$ cat src/rtl/gpio_mmio.sv
// GPIO peripheral: per-pin direction, synchronised inputs, edge flags (W1C) with level IRQ,
// on the MCU memory bus with a registered one-wait-state handshake.
`timescale 1ns/1ps
module gpio_mmio #(
  parameter int WIDTH       = 16,
  parameter int SYNC_STAGES = 2
) (
  input  logic             clk_i,
  input  logic             rst_ni,
  input  logic             select_i,
  output logic             mem_ready_o,
  input  logic [3:0]       mem_wstrb_i,
  input  logic [31:0]      mem_addr_i,
  input  logic [31:0]      mem_wdata_i,
  output logic [31:0]      mem_rdata_o,
  input  logic [WIDTH-1:0] gpio_i,
  output logic [WIDTH-1:0] gpio_o,
  output logic [WIDTH-1:0] gpio_oe_o,
  output logic             irq_o
);

  localparam logic [3:0] REG_BSR = 4'd0;
  localparam logic [3:0] REG_OUT = 4'd1;
  localparam logic [3:0] REG_DIR = 4'd2;
  localparam logic [3:0] REG_IN  = 4'd3;
  localparam logic [3:0] REG_RIE = 4'd4;
  localparam logic [3:0] REG_FIE = 4'd5;
  localparam logic [3:0] REG_IFR = 4'd6;

  function automatic logic [31:0] zext(input logic [WIDTH-1:0] v);
    logic [31:0] r;
    r = '0;
    r[WIDTH-1:0] = v;
    return r;
  endfunction

  function automatic logic [WIDTH-1:0] lane_merge(input logic [WIDTH-1:0] cur,
                                                  input logic [WIDTH-1:0] wd,
                                                  input logic [WIDTH-1:0] lanes);
    return (cur & ~lanes) | (wd & lanes);
  endfunction

  logic             ready_q;
  logic [31:0]      rdata_q;
  logic [WIDTH-1:0] out_q, dir_q, rie_q, fie_q, ifr_q, prev_q;
  logic [WIDTH-1:0] sync_q [SYNC_STAGES];

  logic             access, wr_en;
  logic [3:0]       reg_idx;
  logic [15:0]      lanes16;
  logic [WIDTH-1:0] lanes, wdata_w, clr_bits, pin_s, rise, fall, w1c_mask;
  logic [31:0]      rd_mux;
  logic             unused_bits;

  assign access   = select_i & ~ready_q;
  assign wr_en    = access & (|mem_wstrb_i);
  assign reg_idx  = mem_addr_i[5:2];
  assign lanes16  = {{8{mem_wstrb_i[1]}}, {8{mem_wstrb_i[0]}}};
  assign lanes    = lanes16[WIDTH-1:0];
  assign wdata_w  = mem_wdata_i[WIDTH-1:0];
  assign clr_bits = mem_wdata_i[16 +: WIDTH];

  assign unused_bits = ^{mem_addr_i[31:6], mem_addr_i[1:0], mem_wstrb_i[3:2],
                         mem_wdata_i, lanes16};

  // Input synchroniser and edge detection
  always_ff @(posedge clk_i or negedge rst_ni) begin
    if (!rst_ni) begin
      for (int i = 0; i < SYNC_STAGES; i++) sync_q[i] <= '0;
      prev_q <= '0;
    end else begin
      sync_q[0] <= gpio_i;
      for (int i = 1; i < SYNC_STAGES; i++) sync_q[i] <= sync_q[i-1];
      prev_q <= pin_s;
    end
  end

  assign pin_s = sync_q[SYNC_STAGES-1];
  assign rise  = pin_s & ~prev_q;
  assign fall  = ~pin_s & prev_q;

  assign w1c_mask = (wr_en && reg_idx == REG_IFR) ? (wdata_w & lanes) : '0;

  always_comb begin
    rd_mux = '0;
    unique case (reg_idx)
      REG_BSR, REG_OUT: rd_mux = zext(out_q);
      REG_DIR:          rd_mux = zext(dir_q);
      REG_IN:           rd_mux = zext(pin_s);
      REG_RIE:          rd_mux = zext(rie_q);
      REG_FIE:          rd_mux = zext(fie_q);
      REG_IFR:          rd_mux = zext(ifr_q);
      default:          rd_mux = '0;
    endcase
  end

  // Bus handshake and register file
  always_ff @(posedge clk_i or negedge rst_ni) begin
    if (!rst_ni) begin
      ready_q <= 1'b0;
      rdata_q <= '0;
      out_q   <= '0;
      dir_q   <= '0;
      rie_q   <= '0;
      fie_q   <= '0;
      ifr_q   <= '0;
    end else begin
      ready_q <= access;
      rdata_q <= access ? rd_mux : '0;
      // A set event takes priority over a same-cycle clear.
      ifr_q   <= (ifr_q & ~w1c_mask) | (rise & rie_q) | (fall & fie_q);
      if (wr_en) begin
        unique case (reg_idx)
          REG_BSR: out_q <= (out_q | wdata_w) & ~clr_bits;
          REG_OUT: out_q <= lane_merge(out_q, wdata_w, lanes);
          REG_DIR: dir_q <= lane_merge(dir_q, wdata_w, lanes);
          REG_RIE: rie_q <= lane_merge(rie_q, wdata_w, lanes);
          REG_FIE: fie_q <= lane_merge(fie_q, wdata_w, lanes);
          default: ;
        endcase
      end
    end
  end

  assign mem_ready_o = ready_q;
  assign mem_rdata_o = rdata_q;
  assign gpio_o      = out_q;
  assign gpio_oe_o   = dir_q;
  assign irq_o       = |ifr_q;

endmodule

$ cat config.mk
export PLATFORM = sky130hd
export DESIGN_NAME = gpio_mmio
export DESIGN_NICKNAME = d
export VERILOG_FILES = /design/src/rtl/gpio_mmio.sv
export SDC_FILE = /design/constraint.sdc
export NUM_CORES = 1
export LEC_CHECK = 0
export CORE_MARGIN = 3
export CORE_UTILIZATION = 45
export CTS_CLUSTER_SIZE = 16
export DETAILED_ROUTE_END_ITERATION = 6
export GPL_TIMING_DRIVEN = 0
export PLACE_DENSITY = 0.76
export SLEW_MARGIN = 25
export SYNTH_ARGS = -nofsm -noshare
export SYNTH_HDL_FRONTEND = slang
export SYNTH_SLANG_ARGS = --single-unit
export TNS_END_PERCENT = 1
$ cat constraint.sdc
create_clock -name clk_i -period 1.7 [get_ports clk_i]
set_input_delay 0.34 -clock clk_i [delete_from_list [all_inputs] [get_ports clk_i]]
set_output_delay 0.34 -clock clk_i [all_outputs]
set_load 0.005 [all_outputs]
==> results.py <==
metrics = {
    "power": {
        "overall_power_of_the_completed_layout_w": 0.009929,
        "clockPowerShare": 0.392,
        "power_density_nw_per_um2": 1099,
        "power_switching_w": 0.002521,
        "internal_power_w": 0.007408,
        "p_leak_nw": 4.151,
        "ir_worst_vdd_v": 0.0007253,
        "combPwrFrac": 0.173,
        "seq_power_share": 0.436,
        "swShare": 0.2539,
    },
    "cells_and_area": {
        "area_delta_synth_final_pct": 37.23,
        "finalCoreUtilization": 0.6410,
        "post_route_cells_drive_above_1_share": 0.2448,
        "post-route-cell-area_um2": 9035,
        "n_antenna_cell": 0,
        "design.final.nets": 794,
    },
    "route": {
        "antenna_left": 0,
        "route.layer.met1.wl_um": 7919,
        "dr_wl_met3_um": 2085,
        "first_pass_iters": 7,
        "wl_per_cell_um": 22.27,
        "drt_drc_violations_left": 1,
        "post_drt_via_cell_ratio": 5.949,
        "dr_wl_met2_um": 9371,
        "num_vias": 5348,
        "detail_route.iter0.violations": 677,
        "highest_layer": "met4",
        "drt-total-wl_um": 20020,
    },
    "placed_design": {
        "detailed_place_hpwl_um": 13070,
        "gpl.final_weighted_congestion": 0.9116,
        "buffer_ports.inserted": 107,
        "postPlaceCellArea_um2": 7973,
    },
    "sta": {
        "setup-violations-final": 41,
        "worst_pin_slew_ps": 945.7,
        "min_period_ps": 1913,
        "clock.fmax_mhz": 522.6,
        "setup_repair_after_global_routing_missed_its_margin": "true",
        "aggregate_negative_setup_slack_ps": -4019,
        "worst_rel_slew_slack": 0.3695,
        "clock-skew-final_ps": 6.451,
        "final_hold_violation_count": 0,
        "slew_violations": 0,
        "layout_setup_ws_ps": -213.5,
        "timing.final.crit_share": 1.126,
    },
    "status": {
        "failed_checks": "DRC, setup timing",
        "status": "finished, violations left",
    },
    "floorplanning": {
        "die-width_um": 127.0,
        "chipHeight_um": 127.0,
        "core.rowCount": 43,
        "fp.coreArea_um2": 14100,
        "die_area_um2": 16120,
        "floorplan.initialDensity": 0.4671,
        "io_pins": 153,
    },
    "yosys": {
        "seq_total_area_yosys": 0.5511,
        "synth.lib_cells_used.distinct": 40,
        "yosys_register_bits": 145,
        "yosys_most_used_dff": "sky130_fd_sc_hd__dfrtp_1",
        "async_reset_ff_frac": 1.000,
        "postSynthAreaPerCell_um2": 11.82,
        "syn-cell-area_um2": 6584,
        "synth_cells": 557,
        "number_of_enable_flip_flop_cells_after_synthesis": 0,
        "count_of_synthesis_stage_warnings_from_yosys": 0,
    },
    "global_routing": {
        "wire_length_of_the_first_global_routing_pass_um": 30710,
        "track_usage": 0.2516,
        "grt_max_degree": 89,
        "initial_antenna_violation_count": 0,
        "first_global_vias": 5417,
        "grt.overflow.total": 0,
    },
    "hold_path": {
        "min_path_type": "in2reg",
    },
    "clocking": {
        "clock_tree.buffer_depth": 2,
        "insertion_delay_ps": 420,
        "htreeDepth": 4,
        "worst_setup_hold_path_clk_slew_ps": 60,
        "number_of_clock_buffers_inserted_by_tritoncts": 17,
        "clk_root_buffer_cell": "sky130_fd_sc_hd__clkbuf_16",
        "numClockSinks": 145,
        "clock_tree_from_tritoncts": "yes",
    },
    "critical_path": {
        "worst_ep_arrival_time_ps": 1570,
        "worst-endpoint-required_ps": 1360,
        "critical_path_peak_fanout": 2,
        "critical_path.startpoint_type": "flip-flop",
        "worst_setup_path_end_kind": "primary output",
        "critPathKind": "reg2out",
    },
    "job": {
        "max_cap_viol_count": 0,
    },
}
==> power groups by stage <==
stage               sequential, W  combinational [W]  clock, W
detailed placement        0.00434            0.00160         0
floorplan                 0.00422           0.000785         0
global placement          0.00432            0.00153         0
global route              0.00437            0.00184   0.00410
CTS                       0.00431            0.00169   0.00394
finish                    0.00433            0.00171   0.00389
==> critical path, stage by stage (launching register included) <==
cell	delay (ps)
sky130_fd_sc_hd__dfrtp_1	410
sky130_fd_sc_hd__nor4_4	360
sky130_fd_sc_hd__nand4_1	210
sky130_fd_sc_hd__buf_2	180
==> cell usage in the layout (no fill, tap or decap), drive strengths merged, types with 15 or more instances in the layout <==
cell / netlist / layout
inv: 20 / 20
a21o: 21 / 21
dlymetal6s2s: 0 / 15
mux2i: 33 / 33
dfrtp: 145 / 145
nor2b: 15 / 15
nand4: 17 / 17
nand2: 19 / 19
clkbuf: 23 / 43
conb: 1 / 16
buf: 29 / 41
clkdlybuf4s50: 0 / 83
o21ai: 56 / 56
nand3b: 20 / 20
mux2: 51 / 51
==> through the flow <==
step	hold WS [ps]	std cells	setup WS, ps
finish	332.0	899	-213.5
global route	333.4	899	-244.1
CTS	324.7	896	-212.4
detailed placement	294.8	860	-1556
global placement	332.5	859	-5314
floorplan	44.41	572	-130.5
==> cells in the mapped netlist (3+ instances only) <==
library cell / number / area (um^2)
sky130_fd_sc_hd__buf_6: 4 / 45.04
sky130_fd_sc_hd__a2bb2oi_1: 3 / 26.28
sky130_fd_sc_hd__o22ai_1: 4 / 25.02
sky130_fd_sc_hd__nand3b_1: 20 / 150.1
sky130_fd_sc_hd__o41ai_1: 12 / 105.1
sky130_fd_sc_hd__o21ai_1: 18 / 90.09
sky130_fd_sc_hd__and3b_1: 7 / 61.31
sky130_fd_sc_hd__clkbuf_1: 23 / 86.33
sky130_fd_sc_hd__nor4bb_1: 4 / 40.04
sky130_fd_sc_hd__mux2i_1: 33 / 330.3
sky130_fd_sc_hd__a31oi_1: 4 / 25.02
sky130_fd_sc_hd__buf_2: 3 / 15.01
sky130_fd_sc_hd__nor2_1: 3 / 11.26
sky130_fd_sc_hd__nor2b_1: 15 / 93.84
sky130_fd_sc_hd__nand4_1: 17 / 106.4
sky130_fd_sc_hd__nand3_1: 9 / 45.04
sky130_fd_sc_hd__mux2_2: 47 / 529.3
sky130_fd_sc_hd__a21oi_1: 12 / 60.06
sky130_fd_sc_hd__mux2_1: 4 / 45.04
sky130_fd_sc_hd__nor4_1: 8 / 50.05
sky130_fd_sc_hd__inv_1: 20 / 75.07
sky130_fd_sc_hd__nand2b_1: 13 / 81.33
sky130_fd_sc_hd__buf_1: 6 / 22.52
sky130_fd_sc_hd__a21o_1: 21 / 157.7
sky130_fd_sc_hd__buf_4: 16 / 120.1
sky130_fd_sc_hd__o22a_1: 6 / 52.55
sky130_fd_sc_hd__a22oi_1: 3 / 22.52
sky130_fd_sc_hd__o21ai_0: 38 / 190.2
sky130_fd_sc_hd__dfrtp_1: 145 / 3628
sky130_fd_sc_hd__mux4_2: 4 / 90.09
sky130_fd_sc_hd__and3_1: 6 / 37.54
sky130_fd_sc_hd__nand2_1: 19 / 71.32
==> worst paths after layout <==
kind	startpoint	endpoint	slack [ps]	depth (start not counted)
max in group asynchronous	rst_ni	mem_rdata_o[1]$_DFF_PN0_	480	3
min in group asynchronous	rst_ni	async pin	430	2
min	mem_addr_i[4]	mem_rdata_o[14]$_DFF_PN0_	330	3
max	ifr_q[0]$_DFF_PN0_	irq_o	-210	3
max reg2reg	mem_ready_o$_DFF_PN0_	flip-flop	-210	5
min reg2reg	sync_q[28]$_DFF_PN0_	pin_s[12]$_DFF_PN0_	340	0
==> timing repair <==
action	in CTS	in global routing
resized for setup	90	36
setup endpoints to repair	101	101
hold endpoints to repair	57	0
pin swaps	3	9
hold buffers	1	0
buffers inserted	4	3
==> final cells by class <==
| cell class | count | area (um^2) |
|---|---|---|
| plain buffers | 52 | 396.6 |
| clock buffers | 21 | 460.4 |
| clock inverters | 10 | 158.9 |
| fillers | 1062 | 5061 |
| inverters | 20 | 75.07 |
| multi-input cells | 355 | 2900 |
| flip-flops and latches | 145 | 3630 |
| well taps | 180 | 225.2 |
| repair buffers | 116 | 1189 |
==> per-layer routing <==
metal,vias to the layer above,track usage
met2,333,0.3826
li1,2298,-
met3,56,0.06989
met1,2661,0.3383
met4,0,0.1117
met5,-,0
==> logic make-up after synthesis <==
kind of cell	share of synthesized area
compound gates	0.1146
buf+inv	0.05530
mux	0.1511
simple gates	0.1273
other cells	0.0005696
flops	0.5511
Note: power is estimated with default switching activity, not from simulation.
